### config.mk
export PLATFORM = sky130hd
export DESIGN_NAME = rom_loader_avm
export DESIGN_NICKNAME = d
export VERILOG_FILES = /design/src/rtl/rom_loader_avm.sv
export SDC_FILE = /design/constraint.sdc
export NUM_CORES = 1
export LEC_CHECK = 0
export BUFFER_PORTS_ARGS = -buffer_cell sky130_fd_sc_hd__buf_2
export CORE_MARGIN = 5
export CORE_UTILIZATION = 51
export DETAILED_ROUTE_END_ITERATION = 10
export PLACE_DENSITY_LB_ADDON = 0.05
export SLEW_MARGIN = 0
export SYNTH_ARGS = -nofsm -noshare
export SYNTH_HDL_FRONTEND = slang
export SYNTH_SLANG_ARGS = --single-unit
export TNS_END_PERCENT = 50
### constraint.sdc
create_clock -name clk -period 11.7 [get_ports clk]
set_input_delay 1.755 -clock clk [delete_from_list [all_inputs] [get_ports clk]]
set_output_delay 1.755 -clock clk [all_outputs]
set_load 0.05 [all_outputs]
### src/rtl/rom_loader_avm.sv
// rom_loader_avm: loads the boot ROM over Avalon-MM from a byte stream, then verifies it by checksum readback
module rom_loader_avm #(
  parameter int ADDR_WIDTH = 10,
  parameter int DEPTH = 1024
) (
  input  logic                  clk,
  input  logic                  reset,
  input  logic                  start,
  input  logic [ADDR_WIDTH:0]   load_words,
  input  logic [7:0]            in_data,
  input  logic                  in_valid,
  output logic                  in_ready,
  output logic                  busy,
  output logic                  done,
  output logic                  error,
  output logic [ADDR_WIDTH-1:0] avm_address,
  output logic [3:0]            avm_byteenable,
  output logic                  avm_chipselect,
  output logic                  avm_write,
  output logic                  avm_debugaccess,
  output logic [31:0]           avm_writedata,
  input  logic [31:0]           avm_readdata,
  output logic                  avm_clken
);
  typedef enum logic [2:0] {IDLE, COLLECT, WRITE, VERIFY, CHECK} state_t;
  localparam logic [ADDR_WIDTH:0] DEPTH_W = (ADDR_WIDTH+1)'(DEPTH);
  localparam logic [ADDR_WIDTH:0] ONE = (ADDR_WIDTH+1)'(1);
  state_t state;
  logic [ADDR_WIDTH:0] n;
  logic [ADDR_WIDTH:0] idx;
  logic [1:0] bcnt;
  logic [23:0] word;
  logic [31:0] wsum;
  logic [31:0] rsum;
  assign in_ready = state == COLLECT;
  assign avm_clken = 1'b1;
  always_ff @(posedge clk or posedge reset)
    if (reset) begin
      state <= IDLE;
      n <= '0;
      idx <= '0;
      bcnt <= '0;
      word <= '0;
      wsum <= '0;
      rsum <= '0;
      busy <= 1'b0;
      done <= 1'b0;
      error <= 1'b0;
      avm_address <= '0;
      avm_byteenable <= 4'hF;
      avm_chipselect <= 1'b0;
      avm_write <= 1'b0;
      avm_debugaccess <= 1'b0;
      avm_writedata <= '0;
    end else begin
      done <= 1'b0;
      case (state)
        IDLE: if (start) begin
          n <= load_words > DEPTH_W ? DEPTH_W : load_words;
          error <= 1'b0;
          idx <= '0;
          bcnt <= '0;
          wsum <= '0;
          rsum <= '0;
          busy <= 1'b1;
          state <= load_words == 0 ? CHECK : COLLECT;
        end
        COLLECT: if (in_valid) begin
          // little-endian: earlier bytes slide toward the low end
          word <= {in_data, word[23:8]};
          bcnt <= bcnt + 2'd1;
          if (bcnt == 2'd3) begin
            avm_writedata <= {in_data, word};
            avm_address <= idx[ADDR_WIDTH-1:0];
            avm_chipselect <= 1'b1;
            avm_write <= 1'b1;
            avm_debugaccess <= 1'b1;
            state <= WRITE;
          end
        end
        WRITE: begin
          avm_write <= 1'b0;
          avm_debugaccess <= 1'b0;
          wsum <= wsum + avm_writedata;
          if (idx == n - ONE) begin
            idx <= '0;
            avm_address <= '0;
            state <= VERIFY;
          end else begin
            avm_chipselect <= 1'b0;
            idx <= idx + ONE;
            state <= COLLECT;
          end
        end
        VERIFY: begin
          // idx counts addresses already presented; data lags address by one cycle
          idx <= idx + ONE;
          if (idx != 0) rsum <= rsum + avm_readdata;
          if (idx + ONE < n) avm_address <= avm_address + ADDR_WIDTH'(1);
          else avm_chipselect <= 1'b0;
          if (idx == n) state <= CHECK;
        end
        CHECK: begin
          error <= rsum != wsum;
          done <= 1'b1;
          busy <= 1'b0;
          state <= IDLE;
        end
        default: state <= IDLE;
      endcase
    end
endmodule

==> flow_metrics.py <==
metrics = {
    "run_status": {
        "outcome": "finished clean",
    },
    "floorplanning": {
        "die_area_sq_um": 24630,
        "core_area_sq_um": 21150,
        "ioPinCount": 109,
        "rows": 53,
        "die_x_um": 156.9,
        "start_util_pct": 52.04,
        "chipHeight_um": 156.9,
    },
    "routing": {
        "topRoutingLayerUsed": "met4",
        "avgRoutedWirePerCell_um": 18.63,
        "wl_met1_mm": 12.55,
        "drt-vias-per-instance": 5.877,
        "wl_met3_mm": 1.073,
        "drtIter0Drc": 453,
        "ant_nets": 0,
        "drc_errors": 0,
        "wl_met2_mm": 14.33,
        "wirelength_mm": 28.87,
        "vias": 9109,
        "first_pass_iters": 5,
    },
    "setup_path": {
        "start_kind": "input port",
        "crit_required_ps": 11970,
        "r2r-end": "avm_address[1]",
        "rrSetupSlack_ps": 7720,
        "crit_family": "compound AO/OA/AOI/OAI gates",
        "path_common_cell": "a21oi_1",
        "cp.arrival_ps": 4460,
        "slowest_delay_ps": 550,
        "r2r_start": "idx[1]",
        "cp_slowest_cell": "o41ai_2",
        "cp_cell_sequence": "buf_2 > ha_1 > fa_1 > a211oi_1 > o21bai_1 > o41ai_2 > a21oi_1 > a221o_1 > a21oi_1 > xor2_1 > o21ai_0",
        "cp-startpoint": "avm_readdata[0]",
        "crit_end": "rsum[18]",
        "worstSetupEndpointType": "flop",
        "reg2reg_depth": 12,
        "path_max_fanout": 4,
        "cp.depth": 11,
        "critical_path_class": "in2reg",
        "critPathBufInv": 1,
    },
    "synth": {
        "yosys.cell_types.count": 76,
        "synthMuxAreaShare_pct": 6.785,
        "synth_compound_area_share_pct": 20.26,
        "synthXorXnorAreaFrac_pct": 7.558,
        "synth_common_cells": "162 x dfrtp_1, 103 x nand2_1, 102 x o21ai_0, 78 x ha_1, 72 x a21oi_1",
        "postSynthAreaPerCell_sq_um": 9.298,
        "synth_edf_count": 0,
        "synth_top_family_by_area": "compound AO/OA/AOI/OAI gates",
        "synth-simple-area-share_pct": 15.74,
        "ys_seq_area_share_pct": 36.82,
        "synth.top_cell.area_share_pct": 36.82,
        "netlist_area_sq_um": 11010,
        "async_flop_share_pct": 100.0,
        "synthTopCellsByArea": "dfrtp_1 37%, ha_1 8.9%, mux2_2 5.4%",
        "synth_top_area_cell": "dfrtp_1",
        "ys_ff_latch": 162,
        "synth_cells": 1184,
        "yosys_warnings": 4,
        "yosys_most_used_dff": "dfrtp_1",
        "synth_most_common_cell": "dfrtp_1",
        "synthAdderAreaFrac_pct": 9.228,
    },
    "timing": {
        "final.setup.tns_ps": 0,
        "rsz0062_at_grt": "no",
        "final.setup_skew_ps": 16.16,
        "layout_min_cycle_time_ps": 4183,
        "maxSlewViolCount": 0,
        "worstMarginPinSlew_ps": 989.1,
        "setup_violations": 0,
        "fmax_mhz": 239.1,
        "hold_ws_ps": 474.7,
        "hold_viol_final": 0,
        "period_share_pct": 35.75,
        "relSlewSlack_pct": 33.86,
    },
    "grt": {
        "grt_max_degree": 88,
        "antenna_found_initial": 0,
        "grt_pass1_wl_mm": 46.52,
        "grt_overflow_total": 0,
        "grt_usage_pct": 23.80,
        "grt_pass1_vias": 8824,
    },
    "placement": {
        "place_area_sq_um": 11700,
        "gp_congestion": 0.9034,
        "io_buffers": 103,
        "post-dp-hpwl_mm": 21.40,
    },
    "final_layout": {
        "n_antenna_cell": 0,
        "drive_above_1_share_pct": 17.10,
        "final_util_pct": 58.17,
        "final_nets": 1397,
        "area_delta_synth_final_pct": 11.76,
        "final_area_sq_um": 12300,
    },
    "clocking": {
        "insertion_delay_ps": 440,
        "postCtsHoldBufs": 0,
        "cts.sinks": 162,
        "cts_resized": 0,
        "tritoncts": "yes",
        "path_clk_slew_ps": 70,
        "cts-root-buf": "clkbuf_16",
        "clk_path_buf_depth": 2,
        "post-cts-setup-buffer-count": 0,
        "htreeDepth": 4,
        "cts_buffers": 17,
    },
    "power": {
        "power_density_nw_per_um2": 274.8,
        "power_mw": 3.381,
        "p_leak_nw": 5.972,
        "ir_drop_uv": 172.6,
    },
    "worst_hold_path": {
        "hp-class": "reg2reg",
    },
    "flow_run": {
        "maxCapViolCount": 0,
    },
}
[metal layers]
layer	vias up	track usage (%)
met2	202	40.74
met3	43	3.767
met1	4345	30.69
li1	4519	-
met4	0	8.388
met5	-	0
[area by class of cell]
type,count,area [sq um]
Clock buffer,17,425.4
Fill cell,1923,8850
Clock inverter,15,182.7
Timing Repair Buffer,110,568.0
Tap cell,275,344.1
Multi-Input combinational cell,933,6583
Inverter,38,147.6
Sequential cell,162,4054
[worst min path at each step]
stage	startpoint	to	slack, ps	cells after the start
after CTS	busy	busy	480	2
final	busy	busy	470	2
after floorplan	word[18]	word[18]	460	2
after global routing	busy	busy	500	2
after detailed placement	busy	busy	470	2
after global placement	busy	busy	460	2
[report_power, final]
| part | internal (mW) | total [mW] | switching [mW] |
|---|---|---|---|
| sequential | 0.769 | 1.04 | 0.267 |
| clock | 0.308 | 0.584 | 0.276 |
| combinational | 0.686 | 1.76 | 1.07 |
[worst register-to-register path, stage by stage (launching register included)]
cell     delay [ps]
dfrtp_1         500
ha_1            290
nand3_1         290
nor2_1          310
xor2_1          170
ha_1            260
a211o_1         310
nor3_1          130
a21oi_1         100
a41oi_1         430
o21ai_1         320
o21a_1          390
mux2_4          340
[through the flow]
step | setup slack (ps) | instances
4_1_cts | 7565 | 1550
2_1_floorplan | 5568 | 1187
5_1_grt | 7346 | 1550
3_3_place_gp | 7215 | 1518
6_report | 7517 | 1550
3_5_place_dp | 7116 | 1518
[state kept, by name, summed over array words and instances (netlist names)]
signal           cells
error                1
word                24
avm_debugaccess      1
rsum                32
avm_address         10
avm_writedata       32
state                3
avm_chipselect       1
bcnt                 2
idx                 11
wsum                32
done                 1
busy                 1
n                   11
[placed cells by master (no fill, tap or decap), types with 37 or more instances in the layout]
master | synthesis | routed
dfrtp_1 | 162 | 162
nand2_1 | 103 | 103
buf_2 | 2 | 103
o21ai_0 | 102 | 101
ha_1 | 78 | 78
a21oi_1 | 72 | 72
nor2_1 | 55 | 55
nand3_1 | 54 | 54
mux2_2 | 53 | 53
xnor2_1 | 53 | 53
xor2_1 | 42 | 42
inv_1 | 38 | 37
[kinds of logic after synthesis]
kind of cell / Yosys count
compound gates: 340
xor+xnor: 95
fa+ha+maj: 80
buf+inv: 92
flops: 162
mux: 67
other cells: 2
simple gates: 346
No activity file was read; power rests on OpenSTA's default activity.
